--- config.mk ---
export PLATFORM = sky130hd
export DESIGN_NAME = bcd_display_scan_flat
export DESIGN_NICKNAME = d
export VERILOG_FILES = /design/src/rtl/bcd_display_scan_if.sv /design/src/rtl/bcd_display_scan.sv /design/src/flat_wrapper.sv
export SDC_FILE = /design/constraint.sdc
export NUM_CORES = 1
export LEC_CHECK = 0
export CAP_MARGIN = 0
export CORE_ASPECT_RATIO = 0.6
export CORE_MARGIN = 3
export CORE_UTILIZATION = 50
export DETAILED_ROUTE_END_ITERATION = 7
export GPL_ROUTABILITY_DRIVEN = 0
export PLACE_DENSITY = 0.67
export SYNTH_ARGS = -nofsm -noshare
export SYNTH_HDL_FRONTEND = slang
export SYNTH_SLANG_ARGS = --single-unit
--- constraint.sdc ---
create_clock -name clock -period 4.65 [get_ports clock]
set_clock_uncertainty 0.1 [all_clocks]
set_input_delay 0.93 -clock clock [delete_from_list [all_inputs] [get_ports clock]]
set_output_delay 0.93 -clock clock [all_outputs]
set_load 0.01 [all_outputs]
--- src/rtl/bcd_display_scan_if.sv ---
// Signal bundle between the binary-to-BCD converter (and its observers) and
// the multiplexed 7-segment display scanner.
//   bcd_in   : packed BCD result, nibble 0 (bits 3:0) least significant
//   finished : converter done flag (level; may stay high for many cycles)
//   seg      : segments {g,f,e,d,c,b,a}, active-low
//   an       : anode enables, active-low
//   valid    : high once at least one result has been captured
// master drives the converter side; slave is the display scanner.
interface bcd_display_scan_if #(
  parameter int NUM_DIGITS = 4
);
  logic [4*NUM_DIGITS-1:0] bcd_in;
  logic                    finished;
  logic [6:0]              seg;
  logic [NUM_DIGITS-1:0]   an;
  logic                    valid;

  modport master (
    output bcd_in, finished,
    input  seg, an, valid
  );

  modport slave (
    input  bcd_in, finished,
    output seg, an, valid
  );
endinterface

--- src/rtl/bcd_display_scan.sv ---
// Multiplexed common-anode 7-segment display driver for a packed BCD result.
// Captures bcd_in on the rising edge of finished, then scans the digits one at
// a time: each digit is driven for REFRESH_DIV cycles followed by GUARD_CYCLES
// cycles with every anode off to suppress ghosting. Leading zeros above digit 0
// are blanked; nibbles above 9 show an "E" glyph.
// Ports:
//   clock : system clock, rising edge
//   reset : asynchronous, active-low
//   bus   : bcd_display_scan_if.slave (bcd_in, finished in; seg, an, valid out)
module bcd_display_scan #(
  parameter int NUM_DIGITS   = 4,
  parameter int REFRESH_DIV  = 50000,
  parameter int GUARD_CYCLES = 8
) (
  input  logic                   clock,
  input  logic                   reset,
  bcd_display_scan_if.slave      bus
);

  localparam int CNT_MAX = (REFRESH_DIV > GUARD_CYCLES) ? REFRESH_DIV : GUARD_CYCLES;
  localparam int CNT_W   = $clog2(CNT_MAX);
  localparam int IDX_W   = (NUM_DIGITS > 1) ? $clog2(NUM_DIGITS) : 1;

  localparam logic [1:0] S_IDLE  = 2'd0;
  localparam logic [1:0] S_DRIVE = 2'd1;
  localparam logic [1:0] S_GUARD = 2'd2;

  localparam logic [6:0] SEG_BLANK = 7'h7F;

  logic [1:0]              state_reg, state_next;
  logic [CNT_W-1:0]        cnt_reg, cnt_next;
  logic [IDX_W-1:0]        idx_reg, idx_next;
  logic [4*NUM_DIGITS-1:0] disp_reg;
  logic                    finished_d_reg;
  logic                    valid_reg;
  logic [6:0]              seg_reg;
  logic [NUM_DIGITS-1:0]   an_reg;

  logic                    capture;
  logic [6:0]              glyph [NUM_DIGITS];
  logic [NUM_DIGITS-1:0]   an_drive;

  assign capture = bus.finished && !finished_d_reg;

  function automatic logic [6:0] decode(input logic [3:0] v);
    case (v)
      4'd0:    decode = 7'b1000000;
      4'd1:    decode = 7'b1111001;
      4'd2:    decode = 7'b0100100;
      4'd3:    decode = 7'b0110000;
      4'd4:    decode = 7'b0011001;
      4'd5:    decode = 7'b0010010;
      4'd6:    decode = 7'b0000010;
      4'd7:    decode = 7'b1111000;
      4'd8:    decode = 7'b0000000;
      4'd9:    decode = 7'b0010000;
      default: decode = 7'b0000110;
    endcase
  endfunction

  // Per-digit glyph. A digit above 0 is blanked only when it and every higher
  // nibble are zero; comparing the whole upper slice keeps any non-zero
  // (including >9) higher nibble from blanking the digits below it.
  genvar gi;
  generate
    for (gi = 0; gi < NUM_DIGITS; gi++) begin : g_digit
      if (gi == 0) begin : g_lsd
        assign glyph[gi] = decode(disp_reg[3:0]);
      end else begin : g_upper
        logic upper_zero;
        assign upper_zero = (disp_reg[4*NUM_DIGITS-1:4*gi] == '0);
        assign glyph[gi]  = upper_zero ? SEG_BLANK : decode(disp_reg[4*gi +: 4]);
      end
      assign an_drive[gi] = (idx_reg != IDX_W'(gi));
    end
  endgenerate

  always_comb begin
    state_next = state_reg;
    cnt_next   = cnt_reg;
    idx_next   = idx_reg;
    case (state_reg)
      S_IDLE: begin
        if (capture) begin
          state_next = S_DRIVE;
          cnt_next   = '0;
          idx_next   = '0;
        end
      end
      S_DRIVE: begin
        if (cnt_reg == CNT_W'(REFRESH_DIV - 1)) begin
          state_next = S_GUARD;
          cnt_next   = '0;
        end else begin
          cnt_next = cnt_reg + 1'b1;
        end
      end
      S_GUARD: begin
        if (cnt_reg == CNT_W'(GUARD_CYCLES - 1)) begin
          state_next = S_DRIVE;
          cnt_next   = '0;
          idx_next   = (idx_reg == IDX_W'(NUM_DIGITS - 1)) ? '0 : idx_reg + 1'b1;
        end else begin
          cnt_next = cnt_reg + 1'b1;
        end
      end
      default: begin
        state_next = S_IDLE;
        cnt_next   = '0;
        idx_next   = '0;
      end
    endcase
  end

  always_ff @(posedge clock or negedge reset) begin
    if (!reset) begin
      state_reg      <= S_IDLE;
      cnt_reg        <= '0;
      idx_reg        <= '0;
      disp_reg       <= '0;
      finished_d_reg <= 1'b0;
      valid_reg      <= 1'b0;
      seg_reg        <= SEG_BLANK;
      an_reg         <= '1;
    end else begin
      state_reg      <= state_next;
      cnt_reg        <= cnt_next;
      idx_reg        <= idx_next;
      finished_d_reg <= bus.finished;
      if (capture) begin
        disp_reg  <= bus.bcd_in;
        valid_reg <= 1'b1;
      end
      // Outputs follow the current state/index one cycle later, together.
      if (state_reg == S_DRIVE) begin
        seg_reg <= glyph[idx_reg];
        an_reg  <= an_drive;
      end else begin
        seg_reg <= SEG_BLANK;
        an_reg  <= '1;
      end
    end
  end

  assign bus.seg   = seg_reg;
  assign bus.an    = an_reg;
  assign bus.valid = valid_reg;

endmodule
--- src/flat_wrapper.sv ---
// flat-port wrapper written by rule: the top's interface ports become plain ports
module bcd_display_scan_flat 
#(
  parameter int NUM_DIGITS   = 4,
  parameter int REFRESH_DIV  = 50000,
  parameter int GUARD_CYCLES = 8
)
  (clock, reset, bus_bcd_in, bus_finished, bus_seg, bus_an, bus_valid);
  bcd_display_scan_if #(.NUM_DIGITS(NUM_DIGITS)) bus_i ();
  input  logic clock;
  input  logic reset;
  input wire logic [$bits(bus_i.bcd_in)-1:0] bus_bcd_in;
  input wire logic [$bits(bus_i.finished)-1:0] bus_finished;
  output wire logic [$bits(bus_i.seg)-1:0] bus_seg;
  output wire logic [$bits(bus_i.an)-1:0] bus_an;
  output wire logic [$bits(bus_i.valid)-1:0] bus_valid;
  assign bus_i.bcd_in = bus_bcd_in;
  assign bus_i.finished = bus_finished;
  assign bus_seg = bus_i.seg;
  assign bus_an = bus_i.an;
  assign bus_valid = bus_i.valid;
  bcd_display_scan #(.NUM_DIGITS(NUM_DIGITS), .REFRESH_DIV(REFRESH_DIV), .GUARD_CYCLES(GUARD_CYCLES)) u_core (.clock(clock), .reset(reset), .bus(bus_i));
endmodule
Yosys cells after proc, flatten, opt, wreduce, memory -nomap -nowiden
Memory sizes are Yosys's and may differ from the RTL's.
Cells that the tools add are included.
{"block": "word_totals", "latch_bits": 0, "ramBits": 0, "reg_bits": 49, "word_cells": 57, "inputBits": 19, "out_inout_bits": 12, "rom_bits": 448, "mem_count": 4}
{"block": "op_classes", "shift": 0, "div_mod_pow": 0, "multipliers": 0, "addsub": 2, "mux": 20, "reduce_logical": 9, "n_eq_ne": 11, "order_cmp": 1, "bitwise_logic": 2}
{"name": "(no name shown)", "depth": 16, "word_bits": 7, "read_ports": 1, "rd_ports_with_merged_regs": 0, "write_ports": 0, "line": "bcd_display_scan.sv:46", "source": "case (v)"}
{"name": "(no name shown)", "depth": 16, "word_bits": 7, "read_ports": 1, "rd_ports_with_merged_regs": 0, "write_ports": 0, "line": "bcd_display_scan.sv:46"}
{"name": "(no name shown)", "depth": 16, "word_bits": 7, "read_ports": 1, "rd_ports_with_merged_regs": 0, "write_ports": 0, "line": "bcd_display_scan.sv:46"}
{"name": "(no name shown)", "depth": 16, "word_bits": 7, "read_ports": 1, "rd_ports_with_merged_regs": 0, "write_ports": 0, "line": "bcd_display_scan.sv:46"}
{"op": "$mux 16", "count": 3}
{"op": "$pmux 16 s3", "count": 1}
{"op": "$mux 7", "count": 6}
{"op": "$add 16x1->16 const B", "count": 1}
{"op": "$eq 16x16->1 const B", "count": 1}
{"op": "$eq 16x3->1 const B", "count": 1}
{"op": "$bmux 7 s2", "count": 1}
{"op": "$logic_not 12->1", "count": 1}
{"op": "$mux 2", "count": 6}
{"op": "$pmux 2 s3", "count": 2}
{"op": "$logic_not 8->1", "count": 1}
{"op": "$ne 2x1->1 const B", "count": 4}
{"op": "$reduce_and 3->1", "count": 2}
{"op": "$eq 2x2->1 const B", "count": 2}
{"op": "$logic_not 4->1", "count": 1}
{"op": "$mux 4", "count": 1}
{"op": "$ne 2x2->1 const B", "count": 2}
{"op": "$ge 3x3->1 const B", "count": 1}
{"op": "$not 2->3", "count": 1}
{"op": "$add 2x1->2 const B", "count": 1}
{"op": "$eq 2x1->1 const B", "count": 1}
{"op": "$logic_not 2->1", "count": 1}
{"op": "$reduce_bool 2->1", "count": 1}
{"op": "$logic_and 1x1->1", "count": 1}
{"op": "other kinds (2)", "count": 2}

Logic depth before layout (Yosys ltp)
Gate-level depths: netlist of the first run.
{"block": "depth", "depth_word": 6, "ltp_mapped": 7, "depth_no_buf": 6}

Worst setup path before layout of the first run
OpenSTA, ideal clock, no wires.
{"block": "synth_path", "path_kind": "input to register", "from": "input bus_finished", "to": "register u_core.cnt_reg[11]", "setup_slack_ns": 2.596, "required_ns": 4.424, "arrival_ns": 1.828, "cell_stages": 5, "n_path_buf": 1, "setup_time_ns": 0.126, "cell_sequence": "nor2b_1 > nor2_1 > a311oi_2 > buf_6 > a21oi_1"}
{"block": "synth_between", "elab_chain_cells": 2}
{"item": "from (decl)", "line": "flat_wrapper.sv:13", "source": "input wire logic [$bits(bus_i.finished)-1:0] bus_finished;"}
{"item": "$logic_and 1x1->1", "line": "bcd_display_scan.sv:43", "source": "assign capture = bus.finished && !finished_d_reg;"}
{"item": "$ne 2x1->1 (no source line)"}
{"item": "to (signal assigned)", "line": "bcd_display_scan.sv:127", "source": "cnt_reg <= cnt_next;"}
{"item": "to (decl)", "line": "bcd_display_scan.sv:31", "source": "logic [CNT_W-1:0] cnt_reg, cnt_next;"}
No other way between the ends.
A chain may end at the register's enable or synchronous reset.

Final worst setup path of the first run
{"block": "layout_path", "from": "input bus_finished", "to": "register u_core.cnt_reg[4]"}
The elaborated chain is that of the path after synthesis.

==> metrics, run 1 <==
status completed; Distinct cells, synth 55; met1 usage a little under two fifths; Area growth syn-to-layout 14.0%; DP Area between 3000 and 4000 µm²; Final Cell Area 3590 µm²; crit start category input pin; Worst-Margin Slew ~0.61 ns; post-route ant nets 0; Core Rows 21; VDD IR-drop max about 0.00022 V; Num CTS Buffers 5; CP required about 4.7 ns; hold_buf cts 0; switching part of the total power 35.6%; Hold Crit Depth 1; Ports 31; clock sink total roughly 50; post-synthesis mux area share under 10%; clk buf depth 2; Critical Path Source bus_finished; DRC viols 0; Pleak 1.54 nW; worst-path fanout max 11; Synth area leaders dfrtp_1, ha_1, dfstp_2, nand2_1, o21ai_0; Critical Path End Type flop; Starting Density 54.0%; crit path DAT roughly 2.7 ns; core area 5830 µm²; fill count between 500 and 600; slowest CP cell clkdlybuf4s50_1; post-synthesis compound-gate area fraction about 20%; CTS Root Cell clkbuf_8; P_int between 0.8 and 0.9 mW; FF-to-FF Start u_core.disp_reg[13]; WL/cell about 16 µm; syn nets about 390; Setup Buffers After CTS 0; Critical Path, Cell by Cell clkdlybuf4s50_1 -> nor2b_2 -> nor2_1 -> a311oi_2 -> buf_4 -> nor3_1; Cells after Synth 343; FF-to-FF path depth 6; Die Ht 67.5 µm; clk slew on worst S/H paths about 0.090 ns; crit path kind input pin to flop; TritonCTS clock tree done; GR Util All Layers between 20% and 30%; area leader, netlist dfrtp_1; vias in the first global route 2240; post-synthesis xor/xnor area fraction around 1.1%; Buf/Inv on CP 2; Die ar. between 7000 and 8000 µm²; most common cell in the netlist nand2_1; post-layout util between 60% and 70%; unrepaired setup endpoints after global routing no; H-Tree Level Count 2; Async SR Flop Fraction 100%; Final Max Slew Viols 0; Comb pwr share 36.3%; syn_area_per_cell 9.19 µm²; vias about 2.6k; gr ovfl total 0; later-pin clock latency in the skew report 0.30 ns; register share of total power between 40% and 50%; family with the most delay on the worst path buffers and inverters; area share of fa/ha/maj cells after synthesis a little under an eighth; slew margin rel. between 50 and 60%; Seq/Total Area, Yosys between 30 and 40%; GRT met2 Usage between 20% and 30%; Warnings, synthesis 0; detailed-route wire length 7370 µm; Via-to-Cell Ratio 5.72; first-pass GRT wire length between 10000 and 15000 µm; # port buffers 30; initial antenna violation count 0; Storage cell area 1240 µm²; most used flip-flop cell after synthesis dfrtp_1; number of DRC markers in iteration 0 ~260; GR Util met3 6.97%; CP peak stage delay 0.49 ns; clock power share roughly a fifth; drt pass-1 iters 5; Final Critical Period about 2.6 ns; Synth Cell Area approximately 3200 µm²; GR peak layer met1; # diodes 0; pwr/cell area 354 nW/µm²; top cell type's share of synthesized area ~30%; setup violators final 0; most frequent cells after synthesis nand2_1, dfrtp_1, ha_1; switching power of the nets 0.453 mW; largest net degree at the start of global routing 50; Layout Nets 417; Worst Hold Class flop to flop; Worst Hold Launch u_core.bus.valid; main combinational cell family by area after synthesis simple AND/OR/NAND/NOR gates; Max-Cap Viols 0; fin crit share a little under three fifths; Die Span X between 100 and 150 µm; CP Depth 6; post-route setup TNS 0 ns; area of the multi-input gates about 1800 µm²; Seq cells post-synth 49; Final Hold Violating Endpoints 0; DP Wirelength 5600 µm; layout cell share with drive strength beyond 1 between 10% and 20%; Synth Area in Simple Gates a little over a fifth; Resize count post-CTS 0; Peak Freq roughly 0.38 GHz; EDFF count, synth 0
metal layers:
metal,up-vias,part of all wire [%],wire length [µm]
met4,0,0.65,48
met5,-,0,0
met3,6,8.7,640
li1,1267,-,-
met2,103,34,2520
met1,1196,56,4160
cell usage in the layout (no fill, tap or decap), types with 11 or more instances in the layout:
cell	instances
nand2_1	48
ha_1	29
dfstp_2	11
dfrtp_1	38
clkdlybuf4s50_1	29
inv_1	23
nor2_1	15
o21ai_0	28
a21oi_1	14
cell type report:
type / count / share of cell area, %
Inverter: 23 / 2.40
Sequential cell: 49 / 34.5
Multi-Input combinational cell: 257 / 49.2
Tap cell: 80 / 2.79
Timing Repair Buffer: 33 / 8.85
Clock buffer: 8 / 2.23
metrics by stage:
stage               hold slack, ns  cells  power, mW  worst slack [ns]
finish                       0.380    450       1.27              2.02
global route                 0.429    450       1.35              1.87
CTS                          0.381    450       1.28              2.02
detailed placement           0.351    442       1.03              1.71
global placement             0.353    442       1.02              1.71
floorplan                    0.375    343      0.855              2.60
power by group through the flow:
stage,logic (mW),clock network [mW],registers (mW)
2_1_floorplan,0.286,0,0.569
3_3_place_gp,0.451,0,0.572
3_5_place_dp,0.454,0,0.576
4_1_cts,0.458,0.250,0.567
5_1_grt,0.512,0.265,0.575
6_report,0.462,0.242,0.567
cell families (layout without fill, tap and decap cells):
group | Yosys count | count (layout)
xor+xnor | 4 | 4
flops | 49 | 49
simple gates | 127 | 127
compound gates | 90 | 90
buf+inv | 37 | 64
fa+ha+maj | 29 | 29
mux | 7 | 7
final timing paths:
| kind | to | slack (ns) |
|---|---|---|
| min in group asynchronous | u_core.cnt_reg[0] | 0.61 |
| worst max-delay path | u_core.cnt_reg[4] | 2.02 |
| worst max register to register | u_core.bus.seg[6] | 2.33 |
| worst min-delay path | u_core.bus.valid | 0.38 |
| max in group asynchronous | u_core.disp_reg[11] | 3.41 |
| worst min register to register | u_core.bus.valid | 0.38 |
No activity file was read; power rests on OpenSTA's default activity.
==> run 2: changes to the inputs <==
Clock period 4.65 ns to 2.5 ns, I/O delays scaled along.
==> run 2 against run 1 <==
Effect of this change:
- design area increased by 1.7%
- clock-buffer cell count unchanged
- critical path depth unchanged
- final cell count increased by 1.6%
- die area unchanged
- worst hold slack got worse by 0.19 ns
- critical path type is now flop to flop
- sequential power increased by 83%
- global-route usage increased by 0.36 points
- core utilization increased by 1.1 points
==> metrics, run 2 (synthesis gave the netlist of run 1 again) <==
post-route ant nets 0; Setup Buffers After CTS 0; core area about 5800 µm²; fin crit share about 90%; CP required about 2.6 ns; setup violators final 0; first-pass GRT wire length around 12000 µm; most frequent cells in the layout nand2_1, dfrtp_1, ha_1, clkdlybuf4s50_1, o21ai_0; Worst-Margin Slew between 0.6 and 0.7 ns; H-Tree Level Count 2; largest net degree at the start of global routing 50; Area growth syn-to-layout 16.0%; pwr/cell area between 600 and 700 nW/µm²; Num CTS Buffers 5; P_int 1.56 mW; Die Span X between 100 and 150 µm; GR Util All Layers 21.8%; unrepaired setup endpoints after global routing no; area of the multi-input gates 1770 µm²; slew margin rel. roughly 58%; # diodes 0; Resize count post-CTS 0; gr ovfl total 0; register share of total power 43.0%; CTS Root Cell clkbuf_8; Max-Cap Viols 0; vias in the first global route between 2k and 2.5k; WL/cell around 16 µm; Final Max Slew Viols 0; fill count 531; Place WS between 0.2 and 0.25 ns; Ports 31; worst-path fanout max 5; Peak Freq 0.446 GHz; DRC viols 0; VDD IR-drop max about 0.00033 V; layout cell share with drive strength beyond 1 12.5%; crit path DAT 2.36 ns; Pleak around 1.6 nW; initial antenna violation count 0; Die Ht ~68 µm; crit path kind flop to flop; switching power of the nets roughly 0.85 mW; hold_buf cts 0; Critical Path End Type flop; Die ar. between 7000 and 8000 µm²; detailed-route wire length approximately 7400 µm; clock sink total approximately 50; crit start category flop; DP Wirelength about 5600 µm; number of DRC markers in iteration 0 220; clk buf depth 2; status completed; leading cell type in the layout, fill and taps excluded nand2_1; Final Critical Period roughly 2.2 ns; Starting Density roughly 54%; drt pass-1 iters 5; later-pin clock latency in the skew report ~0.30 ns; Core Rows 21; clock power share between 20% and 30%; Final WS setup between 0.2 and 0.3 ns; vias approximately 2.7k; switching part of the total power between 30% and 40%; Storage cell area roughly 1200 µm²; Final Hold Violating Endpoints 0; Layout Nets about 420; Comb pwr share a little under two fifths; post-route setup TNS 0 ns; # port buffers 30; clk slew on worst S/H paths roughly 0.090 ns; Via-to-Cell Ratio 5.80; TritonCTS clock tree done; Worst Hold Class input pin to asynchronous set/reset pin
-- run 2: cell count changes in the layout (fill, tap and decap cells not counted), sizes merged --
cell,delta
buf,+7
-- run 2: power groups by stage --
stage / combinational (mW) / clock [mW] / sequential (mW)
finish: 0.885 / 0.489 / 1.04
global placement: 0.871 / 0 / 1.05
global route: 0.975 / 0.538 / 1.05
floorplan: 0.533 / 0 / 1.06
detailed placement: 0.874 / 0 / 1.05
CTS: 0.879 / 0.505 / 1.04
-- run 2: final cells by class --
class | count | area share (%)
clock buffer | 8 | 2.46
inverter | 23 | 2.36
multi-input combinational | 257 | 48.4
sequential | 49 | 33.9
tap | 80 | 2.74
timing repair buffer | 40 | 10.1
-- run 2: final timing paths --
check	start	slack (ns)	endpoint	cells past startpoint
setup / recovery	u_core.disp_reg[13]	0.26	u_core.bus.seg[6]	6
hold / removal	reset	0.19	u_core.cnt_reg[1]	2
setup reg to reg	u_core.disp_reg[13]	0.26	u_core.bus.seg[6]	6
hold reg to reg	u_core.bus.valid	0.38	u_core.bus.valid	1
max in group asynchronous	reset	1.68	u_core.disp_reg[5]	2
min in group clock	u_core.bus.valid	0.38	u_core.bus.valid	1
-- run 2: worst max-delay path: stages (launching register included) --
cell and delay [ns]:
dfrtp_1 0.44, inv_1 0.13, ha_1 0.24, nor4b_2 0.41, nand3_1 0.19, a311oi_1 0.37, a2bb2oi_1 0.27
-- run 2: through the flow --
step | cell area [µm²] | utilization (%) | hold WS [ns] | instances | power [mW]
global route | 3650 | 62.7 | 0.226 | 457 | 2.56
CTS | 3650 | 62.7 | 0.217 | 457 | 2.42
floorplan | 3150 | - | 0.104 | 343 | 1.59
finish | 3650 | 62.7 | 0.191 | 457 | 2.41
detailed placement | 3560 | 61.1 | 0.352 | 449 | 1.93
global placement | 3560 | 61.1 | 0.350 | 449 | 1.92
-- run 2: metal layers --
layer  share of wire (%)  GRT usage, %
met1                  56          38.4
met2                  34          24.7
met3                 9.2          5.25
met4                0.60          4.72
met5                   0             0
==> run 3: changes to the inputs <==
Settings changed: CAP_MARGIN 0 to 20, PLACE_DENSITY 0.67 to 0.69, RECOVER_POWER set to 100.
==> run 3 against run 2 <==
Effect of this change:
- global-route usage barely moved
- first-iteration DRC count increased by 20%
- core utilization is 1.0 points lower
- critical path depth unchanged
- maximum frequency down 2.3%
- via count up 0.34%
==> metrics, run 3 (synthesis gave the netlist of run 1 again) <==
drt pass-1 iters 5; H-Tree Level Count 2; initial antenna violation count 0; vias 2660; Worst Hold Launch u_core.bus.valid; Die Ht between 60 and 70 µm; worst-path fanout max 6; Final Critical Period approximately 2.3 ns; post-route ant nets 0; Via-to-Cell Ratio slightly below 6; layout cell share with drive strength beyond 1 9.36%; largest net degree at the start of global routing 50; Buf/Inv on CP 1; clk slew on worst S/H paths 0.09 ns; crit path DAT ~2.4 ns; first-pass GRT wire length 12300 µm; Critical Path End Type flop; Place WS about 0.26 ns; Die Span X between 100 and 150 µm; Peak Freq 0.436 GHz; setup violators final 0; Hold Crit Depth 1; Num CTS Buffers 5; Final WS setup a little over 0.2 ns; Die ar. around 7300 µm²; Critical R2R Capture u_core.bus.seg[4]; VDD IR-drop max ~0.00038 V; WL/cell roughly 16 µm; detailed-route wire length between 7000 and 8000 µm; Final Max Slew Viols 0; Worst Hold Class flop to flop; Layout Nets 421; Max-Cap Viols 0; fill count 521; DP Wirelength 5700 µm; Hold EP u_core.bus.valid; Setup Buffers After CTS 0; most frequent cells in the layout nand2_1, dfrtp_1, ha_1; Critical Path, Cell by Cell inv_1 -> ha_1 -> nor4b_2 -> a41o_1 -> o311ai_0 -> o211ai_1; Starting Density a little over half; gr ovfl total 0; Final Hold Violating Endpoints 0; Worst-Margin Slew between 1 and 1.5 ns; family with the most delay on the worst path compound AO/OA/AOI/OAI gates; number of DRC markers in iteration 0 264; pwr/cell area ~660 nW/µm²; post-route setup TNS 0 ns; later-pin clock latency in the skew report roughly 0.30 ns; Resize count post-CTS 0; unrepaired setup endpoints after global routing no; # port buffers 30; clock sink total between 40 and 50; vias in the first global route roughly 2.4k; CP required approximately 2.6 ns; core area around 5800 µm²; FF-to-FF Start u_core.disp_reg[13]; CTS Root Cell clkbuf_8; clk buf depth 2; post-layout util between 60% and 70%; CP peak stage delay slightly below 0.6 ns; Pleak 1.53 nW; slew margin rel. a little over a fifth; Area growth syn-to-layout 14.1%; Finished Layout Cells around 450; slowest CP cell o311ai_0; TritonCTS clock tree done; Ports 31; Core Rows 21; Placed Cells between 400 and 500; status completed; DRC viols 0; Storage cell area approximately 1200 µm²; GR Util All Layers between 20% and 30%; # diodes 0; crit path kind flop to flop; fin crit share 91.8%; crit start category flop; area of the multi-input gates ~1700 µm²; FF-to-FF path depth 6; flop2flop setup slack between 0.2 and 0.25 ns; leading cell type in the layout, fill and taps excluded nand2_1; hold_buf cts 0
[run 3: changes by cell type in the layout (fill, tap and decap cells not counted), sizes merged]
cell,delta
buf,-8
clkbuf,+5
dlygate4sd3,+13
clkdlybuf4s50,-13
[run 3: worst max-delay path by stage]
stage | start | end | depth (start not counted)
global route | u_core.disp_reg[13] | u_core.bus.seg[3] | 6
finish | u_core.disp_reg[13] | u_core.bus.seg[4] | 6
floorplan | u_core.cnt_reg[0] | u_core.cnt_reg[11] | 6
detailed placement | bus_finished | u_core.idx_reg[1] | 5
CTS | u_core.disp_reg[13] | u_core.bus.seg[4] | 6
global placement | bus_finished | u_core.idx_reg[0] | 5
[run 3: metal layers]
metal / GRT usage [%] / vias to the layer above / routed length (µm)
met2: 24.2 / 118 / 2440
met1: 38.8 / 1253 / 4210
met5: 0 / - / 0
met4: 4.41 / 0 / 50
met3: 5.44 / 6 / 661
li1: - / 1283 / -
[run 3: through the flow]
step	instance area [µm²]	power, mW	hold slack, ns
floorplan	3150	1.59	0.104
global placement	3540	1.91	0.350
detailed placement	3540	1.92	0.356
CTS	3630	2.41	0.213
global route	3600	2.51	0.415
finish	3600	2.36	0.374
[run 3: final cells by class]
class / instances / area share, %
Tap cell: 80 / 2.78
Timing Repair Buffer: 37 / 9.26
Inverter: 23 / 2.40
Sequential cell: 49 / 34.5
Multi-Input combinational cell: 257 / 48.6
Clock buffer: 8 / 2.51
[run 3: where the power goes]
group	switching (mW)	internal, mW	leakage (nW)
Clock	0.256	0.226	0.0455
Sequential	0.0922	0.952	0.610
Combinational	0.489	0.344	0.879
Total	0.838	1.52	1.53
